`config.mk`:
```
export PLATFORM = sky130hd
export DESIGN_NAME = spi_cmd_decoder
export DESIGN_NICKNAME = d
export VERILOG_FILES = /design/src/rtl/spi_cmd_pkg.sv /design/src/rtl/spi_frame_chk.sv /design/src/rtl/spi_cmd_decoder.sv
export SDC_FILE = /design/constraint.sdc
export NUM_CORES = 1
export LEC_CHECK = 0
export ABC_AREA = 1
export ABC_CLOCK_PERIOD_IN_PS = 3700
export BUFFER_PORTS_ARGS = -buffer_cell sky130_fd_sc_hd__buf_2
export CAP_MARGIN = 20
export CORE_AREA = 2 2 154 119
export DETAILED_ROUTE_END_ITERATION = 6
export DIE_AREA = 0 0 156 121
export PLACE_DENSITY = 0.53
export SETUP_SLACK_MARGIN = 0.1
export SLEW_MARGIN = 20
export SYNTH_ARGS = -nofsm -noshare
export SYNTH_HDL_FRONTEND = slang
export SYNTH_HIERARCHICAL = 1
export SYNTH_SLANG_ARGS = --single-unit
```
`constraint.sdc`:
```
create_clock -name clk -period 3.7 [get_ports clk]
set_input_delay 0 -clock clk [delete_from_list [all_inputs] [get_ports clk]]
set_output_delay 0 -clock clk [all_outputs]
set_load 0.02 [all_outputs]
```
`src/rtl/spi_cmd_pkg.sv`:
```
// Shared types, frame layout and checksum helper for the SPI command decoder.
// Frames and status words both carry a nibble-XOR checksum in bits [3:0].
package spi_cmd_pkg;

  typedef enum logic [1:0] {
    OP_NOP        = 2'd0,
    OP_SET_TARGET = 2'd1,
    OP_SET_MODE   = 2'd2,
    OP_RESET_ERR  = 2'd3
  } opcode_e;

  typedef enum logic [1:0] {
    MODE_SAFE   = 2'd0,
    MODE_MANUAL = 2'd1,
    MODE_TRACK  = 2'd2,
    MODE_SCAN   = 2'd3
  } mode_e;

  typedef enum logic {
    LINK_DOWN = 1'b0,
    LINK_UP   = 1'b1
  } link_state_e;

  localparam logic [1:0]  SYNC         = 2'b10;
  localparam logic [1:0]  STATUS_SYNC  = 2'b01;
  localparam logic [11:0] RESET_TARGET = 12'h800;

  localparam int SYNC_HI = 31;
  localparam int SYNC_LO = 30;
  localparam int OP_HI   = 29;
  localparam int OP_LO   = 28;
  localparam int FA_HI   = 27;
  localparam int FA_LO   = 16;
  localparam int FB_HI   = 15;
  localparam int FB_LO   = 4;
  localparam int CHK_HI  = 3;
  localparam int CHK_LO  = 0;

  // XOR of the seven nibbles above the checksum field.
  function automatic logic [3:0] nibble_xor(input logic [31:0] w);
    logic [3:0] acc;
    acc = '0;
    for (int i = 1; i < 8; i++) begin
      acc = acc ^ w[i*4 +: 4];
    end
    return acc;
  endfunction

endpackage

```
`src/rtl/spi_frame_chk.sv`:
```
// Combinational sync and checksum check of one 32-bit SPI frame.
module spi_frame_chk
  import spi_cmd_pkg::*;
(
  input  logic [31:0] frame,
  output logic        sync_ok,
  output logic        chk_ok
);

  always_comb begin
    sync_ok = (frame[SYNC_HI:SYNC_LO] == SYNC);
    chk_ok  = (frame[CHK_HI:CHK_LO] == nibble_xor(frame));
  end

endmodule

```
`src/rtl/spi_cmd_decoder.sv`:
```
// Two-stage SPI command decoder: stage 1 captures frame and check result,
// stage 2 applies commands, tracks link health and builds the status reply.
module spi_cmd_decoder
  import spi_cmd_pkg::*;
#(
  parameter int unsigned WDT_CYCLES = 10_000_000,
  parameter int unsigned BAD_LIMIT  = 3
) (
  input  logic        clk,
  input  logic        reset,
  input  logic [31:0] rx_data,
  input  logic        rx_valid,
  output logic [11:0] pan_target,
  output logic [11:0] tilt_target,
  output logic [1:0]  mode,
  output logic        laser_en,
  output logic        cmd_update,
  output logic        link_ok,
  output logic [7:0]  err_count,
  output logic [31:0] status_frame
);

  localparam int unsigned       WDT_W    = $clog2(WDT_CYCLES + 1);
  localparam int unsigned       BAD_W    = $clog2(BAD_LIMIT + 1);
  localparam logic [WDT_W-1:0]  WDT_LAST = WDT_W'(WDT_CYCLES - 1);
  localparam logic [BAD_W-1:0]  BAD_MAX  = BAD_W'(BAD_LIMIT);

  function automatic logic [31:0] pack_status(input logic        link,
                                              input logic        laser,
                                              input logic [1:0]  md,
                                              input logic [7:0]  err,
                                              input logic [1:0]  op,
                                              input logic [11:0] pan);
    logic [31:0] w;
    w = {STATUS_SYNC, link, laser, md, err, op, pan, 4'h0};
    w[3:0] = nibble_xor(w);
    return w;
  endfunction

  logic              sync_ok, chk_ok;
  logic              vld_p1_d, vld_p1_q;
  logic              good_p1_d, good_p1_q;
  logic [31:0]       frame_p1_d, frame_p1_q;

  link_state_e       state_d, state_q;
  logic [WDT_W-1:0]  wdt_d, wdt_q;
  logic [BAD_W-1:0]  bad_run_d, bad_run_q;
  logic [7:0]        err_count_d, err_count_q;
  logic [11:0]       pan_d, pan_q;
  logic [11:0]       tilt_d, tilt_q;
  mode_e             mode_d, mode_q;
  logic              laser_d, laser_q;
  logic              cmd_update_d, cmd_update_q;
  opcode_e           last_op_d, last_op_q;
  logic [31:0]       status_d, status_q;

  logic              apply_good, apply_bad;
  opcode_e           op_p1;
  logic [11:0]       field_a_p1, field_b_p1;

  spi_frame_chk u_rx_chk (
    .frame   (rx_data),
    .sync_ok (sync_ok),
    .chk_ok  (chk_ok)
  );

  // Stage 1: capture the frame and its check verdict
  always_comb begin
    vld_p1_d   = rx_valid;
    good_p1_d  = sync_ok & chk_ok;
    frame_p1_d = rx_data;
  end

  always_ff @(posedge clk) begin
    frame_p1_q <= frame_p1_d;
  end

  assign apply_good = vld_p1_q & good_p1_q;
  assign apply_bad  = vld_p1_q & ~good_p1_q;
  assign op_p1      = opcode_e'(frame_p1_q[OP_HI:OP_LO]);
  assign field_a_p1 = frame_p1_q[FA_HI:FA_LO];
  assign field_b_p1 = frame_p1_q[FB_HI:FB_LO];

  // Stage 2: apply command, link supervision, status reply
  always_comb begin
    state_d      = state_q;
    wdt_d        = wdt_q;
    bad_run_d    = bad_run_q;
    err_count_d  = err_count_q;
    pan_d        = pan_q;
    tilt_d       = tilt_q;
    mode_d       = mode_q;
    laser_d      = laser_q;
    last_op_d    = last_op_q;
    cmd_update_d = 1'b0;

    if (apply_good) begin
      bad_run_d = '0;
      wdt_d     = '0;
      last_op_d = op_p1;
      case (op_p1)
        OP_SET_TARGET: begin
          pan_d        = field_a_p1;
          tilt_d       = field_b_p1;
          cmd_update_d = 1'b1;
        end
        OP_SET_MODE: begin
          mode_d       = mode_e'(field_a_p1[1:0]);
          laser_d      = field_a_p1[2];
          cmd_update_d = 1'b1;
        end
        OP_RESET_ERR: err_count_d = '0;
        default: ;
      endcase
    end else if (apply_bad) begin
      err_count_d = (err_count_q == 8'hFF) ? err_count_q : err_count_q + 8'd1;
      bad_run_d   = (bad_run_q == BAD_MAX) ? bad_run_q : bad_run_q + BAD_W'(1);
    end

    case (state_q)
      LINK_DOWN: begin
        wdt_d = '0;
        if (apply_good) state_d = LINK_UP;
      end
      LINK_UP: begin
        // A good frame in the expiry cycle keeps the link alive.
        if (!apply_good) begin
          wdt_d = wdt_q + WDT_W'(1);
          if (wdt_q == WDT_LAST || bad_run_d == BAD_MAX) begin
            state_d      = LINK_DOWN;
            wdt_d        = '0;
            mode_d       = MODE_SAFE;
            laser_d      = 1'b0;
            cmd_update_d = 1'b1;
          end
        end
      end
      default: state_d = LINK_DOWN;
    endcase

    status_d = pack_status(state_d == LINK_UP, laser_d, mode_d, err_count_d,
                           last_op_d, pan_d);
  end

  always_ff @(posedge clk or posedge reset) begin
    if (reset) begin
      vld_p1_q     <= 1'b0;
      good_p1_q    <= 1'b0;
      state_q      <= LINK_DOWN;
      wdt_q        <= '0;
      bad_run_q    <= '0;
      err_count_q  <= '0;
      pan_q        <= RESET_TARGET;
      tilt_q       <= RESET_TARGET;
      mode_q       <= MODE_SAFE;
      laser_q      <= 1'b0;
      last_op_q    <= OP_NOP;
      cmd_update_q <= 1'b0;
      status_q     <= pack_status(1'b0, 1'b0, MODE_SAFE, 8'h00, OP_NOP, RESET_TARGET);
    end else begin
      vld_p1_q     <= vld_p1_d;
      good_p1_q    <= good_p1_d;
      state_q      <= state_d;
      wdt_q        <= wdt_d;
      bad_run_q    <= bad_run_d;
      err_count_q  <= err_count_d;
      pan_q        <= pan_d;
      tilt_q       <= tilt_d;
      mode_q       <= mode_d;
      laser_q      <= laser_d;
      last_op_q    <= last_op_d;
      cmd_update_q <= cmd_update_d;
      status_q     <= status_d;
    end
  end

  assign pan_target   = pan_q;
  assign tilt_target  = tilt_q;
  assign mode         = mode_q;
  assign laser_en     = laser_q;
  assign cmd_update   = cmd_update_q;
  assign link_ok      = (state_q == LINK_UP);
  assign err_count    = err_count_q;
  assign status_frame = status_q;

endmodule

```
# Word-level counts from Yosys, hierarchy flattened
# Index checks and enable logic that the tools add are counted.
# W data, S select, Z words.
[totals] in_bits=35 word_cells=78 output_inout_bits=69 register_bits=127
[classes] mux=32 reduce_logical=3 addsub=3 n_eq_ne=9 n_bitwise=17
[ops] cell="$mux W24" count=2
[ops] cell="$pmux W24 S2" count=1
[ops] cell="$xor A4 B4 Y4" count=11
[ops] cell="$mux W8" count=4
[ops] cell="$add A24 B1 Y24 const B" count=1
[ops] cell="$eq A24 B24 Y1 const B" count=1
[ops] cell="$mux W12" count=2
[ops] cell="$mux W2" count=9
[ops] cell="$mux W1" count=13
[ops] cell="$eq A2 B2 Y1 const B" count=5
[ops] cell="$add A8 B1 Y8 const B" count=1
[ops] cell="$eq A8 B8 Y1 const B" count=1
[ops] cell="$eq A4 B4 Y1" count=1
[ops] cell="$xor A4 B3 Y4" count=1
[ops] cell="$and A1 B1 Y1" count=3
[ops] cell="$add A2 B1 Y2 const B" count=1
[ops] cell="$eq A2 B1 Y1 const B" count=1
[ops] cell="$not A1 Y1" count=2
[ops] cell="$pmux W1 S2" count=1
[ops] cell="$reduce_and A2 Y1" count=1
[ops] cell="$reduce_or A2 Y1" count=1
[ops] cell="$logic_or A1 B1 Y1" count=1

# Depth between registers and ports, before layout
# Gate-level depths: netlist of the first run.
[logic_depth] depth_word=11 depth_mapped=17 ltp_nobuf=16

# Cells and area by module
# Netlist of the first run, hierarchy kept.
[by_module_without_submodules] mod="spi_cmd_decoder" area_per_inst_um2=4638.2 seq_area_each_um2=2302.2 instances=1 cells_each=598
[by_module_without_submodules] mod="spi_frame_chk" area_per_inst_um2=486.7 seq_area_each_um2=0.0 instances=1 cells_each=109

# Worst setup path after synthesis of the first run
# Ideal clock, no wire load.
[synth_timing] kind="reg2reg" startpoint="register err_count_q[1] (netlist: err_count[1])" endpoint="register status_q[3] (netlist: status_frame[3])" n_path_buf=0 arrival_ns=1.706 stages_incl_launch_ff=14 t_required_ns=3.633 slack_ns=1.927 period_less_slack_ns=1.773 setup_ns=0.067 cell_sequence="dfrtp_1 -> ha_1 -> nand2_1 -> nor2_2 -> nand2_1 -> nand2_1 -> nand3_1 -> o21ai_2 -> inv_1 -> nand3_1 -> nand2_1 -> nand2_1 -> inv_1 -> nor2_1"
[synth_via] elab_chain_cells=8 word_cells_on_any_way=10 cone_classes="add/sub (1); eq/ne (1); mux (4); bitwise (4)"
[synth_lines] element="start, declared" line="spi_cmd_decoder.sv:48" text="logic [7:0] err_count_d, err_count_q;"
[synth_lines] element="start signal, assigned" line="spi_cmd_decoder.sv:166" text="err_count_q <= err_count_d;"
[synth_lines] element="$add A8 B1 Y8 or $eq A8 B8 Y1 (tied branches)" line="spi_cmd_decoder.sv:116" text="err_count_d = (err_count_q == 8'hFF) ? err_count_q : err_count_q + 8'd1;"
[synth_lines] element="$mux W8" line="spi_cmd_decoder.sv:116"
[synth_lines] element="$mux W8" line="spi_cmd_decoder.sv:115" text="end else if (apply_bad) begin"
[synth_lines] element="$mux W8 *" line="spi_cmd_decoder.sv:97" text="if (apply_good) begin"
[synth_lines] element="named net err_count_d[1]" line="spi_cmd_decoder.sv:48"
[synth_lines] element="$xor A4 B4 Y4 * (3 in series)" line="spi_cmd_pkg.sv:44" text="acc = acc ^ w[i*4 +: 4];"
[synth_lines] element="$xor A4 B3 Y4 *" line="spi_cmd_pkg.sv:44"
[synth_lines] element="named net status_d[3]" line="spi_cmd_decoder.sv:55" text="logic [31:0] status_d, status_q;"
[synth_lines] element="end signal, assigned" line="spi_cmd_decoder.sv:159" text="status_q <= pack_status(1'b0, 1'b0, MODE_SAFE, 8'h00, OP_NOP, RESET_TARGET);"
[synth_lines] element="end signal, assigned" line="spi_cmd_decoder.sv:173" text="status_q <= status_d;"
[synth_lines] element="end, declared" line="spi_cmd_decoder.sv:55"
# Mark *: on every way through the listed nets, which the timed path passes. The rest lies on a longest branch.
# A chain may end at the register's enable or synchronous reset.

# Worst setup path in the final report of the first run
[layout_timing] startpoint="register frame_p1_q[28]" endpoint="register status_q[2] (netlist: status_frame[2])"
[layout_via] elab_chain_cells=9 word_cells_on_any_way=18 cone_classes="eq/ne (3); mux (9); bitwise (6)"
[layout_lines] element="start, declared" line="spi_cmd_decoder.sv:43" text="logic [31:0] frame_p1_d, frame_p1_q;"
[layout_lines] element="start signal, assigned" line="spi_cmd_decoder.sv:75" text="frame_p1_q <= frame_p1_d;"
[layout_lines] element="$eq A2 B1 Y1" line="spi_cmd_decoder.sv:101" text="case (op_p1)"
[layout_lines] element="$mux W12" line="spi_cmd_decoder.sv:101"
[layout_lines] element="$mux W12" line="spi_cmd_decoder.sv:97"
[layout_lines] element="named net pan_d[2]" line="spi_cmd_decoder.sv:49" text="logic [11:0] pan_d, pan_q;"
[layout_lines] element="$xor A4 B4 Y4 (5 in series)" line="spi_cmd_pkg.sv:44"
[layout_lines] element="$xor A4 B3 Y4" line="spi_cmd_pkg.sv:44"
[layout_lines] element="named net status_d[2]" line="spi_cmd_decoder.sv:55"
# The timed path passes the listed nets, and every way through them passes these cells.

==> results.py, run 1 <==
metrics = {
    "layout": {
        "seqCellArea_sq_um": 2300,
        "nNetsFinal": 854,
        "fin_cells": 1039,
        "multi_input_comb_area_sq_um": 2170,
        "final_layout_size_suffix_gt1_share_pct": 16.7,
        "n_antenna_cell": 0,
        "syn2layout_area_growth_pct": 21.9,
        "fillCellCount": 1804,
    },
    "synthesis": {
        "ys_seq_area_share_pct": 44.9,
        "ys_warn_count": 6,
        "ys_ff_latch": 97,
        "async_flop_share_pct": 73.2,
        "synth_most_common_cell": "nand2_1",
        "avgSynthCellArea_sq_um": 7.25,
        "synth_nets": 747,
        "synth_edf_count": 0,
        "synth_common_cells": "nand2_1 (250), inv_1 (101), dfrtp_1 (67)",
        "synth_area_leader_cell": "dfrtp_1",
        "synth_area_leaders": "dfrtp_1 (33%), nand2_1 (18%), dfxtp_1 (10%), inv_1 (7.4%), nand3_1 (6.3%)",
        "synth_top_cell_area_share_pct": 32.7,
        "synthCells": 707,
        "syn_area_sq_um": 5120,
        "ys_types": 36,
        "synth_ff_type": "dfrtp_1",
    },
    "power_and_ir_drop": {
        "switching_share_pct": 34.8,
        "seq_power_share_pct": 42.6,
        "intPower_mw": 1.94,
        "peakVddDrop_v": 0.000258,
        "clock_power_share_pct": 29.6,
        "p_leak_nw": 3.37,
        "total_power_mw": 2.98,
        "p_switching_mw": 1.04,
        "pwr-share-comb_pct": 27.8,
        "power_density_nw_per_um2": 477,
    },
    "clock_tree": {
        "cts_buffer_depth": 2,
        "clock_latency_ps": 340,
        "cts_root_buffer": "clkbuf_16",
        "clock-sinks": 97,
        "cts_tree": "built",
        "cts.clk_slew.worst_paths_ps": 70,
        "htree_levels": 3,
        "numCtsBuffers": 9,
        "post_cts_buffers": 0,
    },
    "routing": {
        "vias": 4502,
        "vias_per_cell": 4.33,
        "drcViolationCount": 2,
        "wl_um": 12500,
        "wl_per_cell_um": 12.1,
        "initialDrtViolationCount": 271,
        "dr.pass1.iters": 7,
        "postRouteAntennaNets": 0,
    },
    "setup_path": {
        "cp_slowest_cell": "nand3_2",
        "path_max_fanout": 33,
        "start_kind": "flop",
        "rr_startpoint": "frame_p1_q[28]",
        "cp.arrival_ps": 2780,
        "required_ps": 3980,
        "cp_common_cell": "nand2_1",
        "path_class": "reg2reg",
        "path_delay_family": "simple AND/OR/NAND/NOR gates",
        "crit-reg2reg-capture": "status_frame[2]",
        "critPathMaxStageDelay_ps": 600,
        "reg2reg_depth": 12,
        "cp_num_buf_inv": 2,
        "crit_path_end_kind": "flop",
        "path_cells": "ha_1, nand3_2, o21ai_1, inv_1, nand2_1, nand2_1, nand2_1, nand3_1, nand2_1, nand3_1, nand2_1, inv_1",
        "r2r_slack_ps": 1200,
    },
    "grt": {
        "grt_overflow_total": 0,
        "grt_pass1_wl_um": 20900,
        "grt_pass1_vias": 4181,
        "grt_max_degree": 34,
        "grt_usage_pct": 14.1,
        "antenna_found_initial": 0,
    },
    "sta": {
        "slew_headroom_pct": 46.1,
        "drv_slew": 0,
        "worstMarginPinSlew_ps": 806,
        "whs_ps": 217,
        "post-route-period-util_pct": 67.4,
        "clock_skew_ps": 7.68,
        "hold_viol_final": 0,
        "rsz0062_at_grt": "false",
        "tns_ps": 0,
        "fin_crit_ps": 2500,
        "finalSetupViolations": 0,
        "max_freq_mhz": 401,
    },
    "floorplan": {
        "io_pins": 104,
        "die_w_um": 156,
        "initial_utilization_pct": 29.6,
        "rows": 42,
        "core_area_sq_um": 17300,
        "dieArea_sq_um": 18900,
        "die_height_um": 121,
    },
    "job": {
        "maxCapViolations": 0,
    },
    "placed_design": {
        "dpl.hpwl_um": 9460,
        "port-buffer-count": 101,
        "globalplace.congestion": 0.818,
        "dp.cells": 993,
    },
    "run_status": {
        "status": "finished with violations",
        "violations": "DRC",
    },
    "hold_path": {
        "min_from": "rx_data[1]",
        "min_to": "good_p1_q",
        "hold_path_class": "in2reg",
        "hold_depth": 9,
    },
}
state kept, by name, summed over array words and instances, names as in the netlist:
register	count
bad_run_q	2
cmd_update	1
err_count	7
frame_p1_q	26
good_p1_q	1
last_op_q	1
mode	1
pan_target	11
status_frame	10
tilt_target	12
vld_p1_q	1
wdt_q	24
worst reg2reg max path, delay by kind of cell, from the launching register on:
family                   cells  cell delay, ps
AND/OR/NAND/NOR              8            1070
AO/OA/AOI/OAI                1             490
flip-flops                   1             400
adder cells (fa/ha/maj)      1             350
buffers and inverters        2             130
area by class of cell:
cell class / instances / area share, %
multi-input cells: 469 / 34.8
inverters: 104 / 6.25
well taps: 220 / 4.41
flip-flops and latches: 97 / 36.9
clock buffers: 12 / 4.11
clock inverters: 4 / 0.441
repair buffers: 133 / 13.1
worst max path at each step:
stage                         startpoint              end  slack [ps]  cells past startpoint
after global placement    frame_p1_q[28]  status_frame[2]        1240                     12
after global routing      frame_p1_q[28]  status_frame[2]         860                     12
final                     frame_p1_q[28]  status_frame[2]        1200                     12
after detailed placement  frame_p1_q[28]  status_frame[2]        1150                     12
after CTS                 frame_p1_q[28]  status_frame[2]        1150                     12
after floorplan                    reset     bad_run_q[0]        1910                      1
metrics by stage:
step	instance area, sq um	setup slack, ps	util [%]
after floorplan	5120	1910	-
after global placement	5660	1240	32.8
after detailed placement	5660	1150	32.8
after CTS	6250	1150	36.1
after global routing	6250	857	36.1
final	6250	1200	36.1
cell usage in the layout, fill, tap and decap left out, types with 3 or more instances in the layout:
cell type	n
a21oi_1	6
buf_2	101
clkbuf_16	9
clkinvlp_4	3
dfrtp_1	67
dfstp_2	4
dfxtp_1	26
dlygate4sd3_1	30
ha_1	5
inv_1	100
inv_2	4
nand2_1	250
nand3_1	65
nand3b_1	7
nand4_1	20
nor2_1	51
nor2_2	3
nor3_1	11
nor3b_1	4
nor4_1	3
o21ai_0	8
o21ai_1	4
xnor2_1	3
xor2_1	13
power groups by stage:
stage                     registers, mW  logic, mW  clock network (mW)
after floorplan                    1.37      0.512                   0
after global placement             1.30      0.801                   0
after detailed placement           1.29      0.808                   0
after CTS                          1.27      0.835               0.927
after global routing               1.29      0.938               0.963
final                              1.27      0.830               0.882
timing repair:
item	CTS	global route
hold buffers	30	0
gates resized for setup	0	0
hold endpoints to repair	52	0
cell families (layout without fill, tap and decap cells):
kind of cell             count (synthesis)  in the layout  share of synthesized area, %
AO/OA/AOI/OAI                           24             24                          2.76
XOR/XNOR                                16             16                          2.73
adder cells (fa/ha/maj)                  5              5                          1.22
buffers and inverters                  141            253                          12.6
flip-flops                              97             97                          44.9
other                                    2              2                         0.147
AND/OR/NAND/NOR                        422            422                          35.6
routing by layer:
layer	vias up	part of all wire (%)	track usage, %
li1	2387	-	-
met1	1999	53	20.4
met2	106	41	20.8
met3	10	5.4	3.75
met4	0	0.86	3.27
met5	-	0	0
(Power assumes the default switching activity.)
==> run 2, diff against run 1 <==
ABC_CLOCK_PERIOD_IN_PS = 2600   (was 3700)
clock period = 2.6 ns   (was 3.7 ns; I/O delays follow)
==> results.py, run 2 (synthesis gave the netlist of run 1 again) <==
metrics = {
    "setup_path": {
        "crit_path_end_kind": "flop",
        "cp.arrival_ps": 2410,
        "start_kind": "flop",
        "path_max_fanout": 11,
        "required_ps": 2830,
        "path_class": "reg2reg",
    },
    "layout": {
        "nNetsFinal": 861,
        "syn2layout_area_growth_pct": 23.3,
        "final_layout_size_suffix_gt1_share_pct": 17.4,
        "regMostFlops": "frame_p1_q",
        "fillCellCount": 1814,
        "final_cell_area_sq_um": 6320,
        "n_antenna_cell": 0,
        "largest_reg_flops": 26,
        "final_cell_mix": "nand2_1 (250), buf_2 (101), inv_1 (100)",
        "layout_commonest_cell": "nand2_1",
        "fin_cells": 1046,
    },
    "grt": {
        "grt_pass1_wl_um": 20400,
        "grt_util_met2_pct": 20.4,
        "use_met1_pct": 20.2,
        "antenna_found_initial": 0,
        "grt_pass1_vias": 4082,
        "grt_busiest_layer": "met2",
        "grt_max_degree": 47,
        "use_met3_pct": 3.71,
        "grt_usage_pct": 13.9,
        "grt_overflow_total": 0,
    },
    "routing": {
        "postRouteAntennaNets": 0,
        "wl_per_cell_um": 12.1,
        "initialDrtViolationCount": 284,
        "vias": 4529,
        "drcViolationCount": 0,
        "dr.pass1.iters": 5,
        "wl_um": 12600,
        "vias_per_cell": 4.33,
    },
    "sta": {
        "rsz0062_at_grt": "false",
        "tns_ps": 0,
        "finalSetupViolations": 0,
        "clock_skew_ps": 6.63,
        "hold_viol_final": 0,
        "max_freq_mhz": 459,
        "slew_headroom_pct": 58.1,
        "worstMarginPinSlew_ps": 622,
        "drv_slew": 0,
        "post-route-period-util_pct": 83.9,
        "whs_ps": 222,
        "fin_crit_ps": 2180,
    },
    "run_status": {
        "status": "finished clean",
    },
    "clock_tree": {
        "clock-sinks": 97,
        "cts_root_buffer": "clkbuf_16",
        "cts_buffer_depth": 2,
        "cts.clk_slew.worst_paths_ps": 70,
        "cts_tree": "built",
        "postCtsHoldBufs": 30,
        "htree_levels": 3,
        "cts_resized": 0,
        "post_cts_buffers": 0,
        "clock_latency_ps": 340,
        "numCtsBuffers": 9,
    },
    "placed_design": {
        "globalplace.congestion": 0.826,
        "dpl-instance-area_sq_um": 5730,
        "dpl.hpwl_um": 9570,
        "dp.cells": 1000,
        "port-buffer-count": 101,
    },
    "power_and_ir_drop": {
        "p_leak_nw": 3.42,
        "peakVddDrop_v": 0.000280,
        "power_density_nw_per_um2": 677,
        "total_power_mw": 4.28,
    },
    "floorplan": {
        "core_area_sq_um": 17300,
        "initial_utilization_pct": 29.6,
        "rows": 42,
        "io_pins": 104,
        "die_w_um": 156,
        "die_height_um": 121,
        "dieArea_sq_um": 18900,
    },
    "job": {
        "maxCapViolations": 0,
    },
    "hold_path": {
        "hold_path_class": "in2reg",
    },
}
run 2: where the power goes:
part | switching (mW) | internal, mW | total, mW
Clock | 0.567 | 0.730 | 1.30
Sequential | 0.136 | 1.66 | 1.80
Combinational | 0.775 | 0.406 | 1.18
run 2: path summary, 6_finish.rpt:
| check | start | endpoint | slack, ps | cells after the start |
|---|---|---|---|---|
| hold / removal | rx_data[1] | good_p1_q | 220 | 9 |
| setup reg to reg | frame_p1_q[29] | status_frame[1] | 420 | 14 |
| max in group asynchronous | reset | status_frame[2] | 1610 | 4 |
| setup / recovery | frame_p1_q[29] | status_frame[1] | 420 | 14 |
| hold reg to reg | frame_p1_q[15] | tilt_target[11] | 400 | 2 |
| min in group asynchronous | reset | tilt_target[1] | 270 | 3 |
run 2: final cells by class:
cell class                 count  area, sq um  area share (%)
sequential                    97         2300            36.4
multi-input combinational    469         2170            34.4
timing repair buffer         140          886            14.0
inverter                     104          390            6.18
tap                          220          275            4.35
clock buffer                  12          268            4.24
clock inverter                 4         25.0           0.396
run 2: worst max-delay path, stage by stage, from the launching register on:
cell and delay (ps):
dfxtp_1 340, inv_1 80, ha_1 320, nand3_2 270, buf_4 280, nand2_1 80, nand3_1 80, nand2_1 110
inv_1 60, nand2_1 80, nand3_1 120, nand2_1 90, nand2_1 50, nand3_1 60, nand2_1 50
run 2: metal layers:
metal / routed length [um] / up-vias
met5: 0 / -
li1: - / 2395
met3: 697 / 13
met2: 5150 / 106
met1: 6620 / 2015
met4: 136 / 0
run 2: through the flow:
step	util (%)	worst slack, ps
4_1_cts	36.6	421
2_1_floorplan	-	810
3_3_place_gp	33.1	528
5_1_grt	36.6	120
6_report	36.6	420
3_5_place_dp	33.1	446
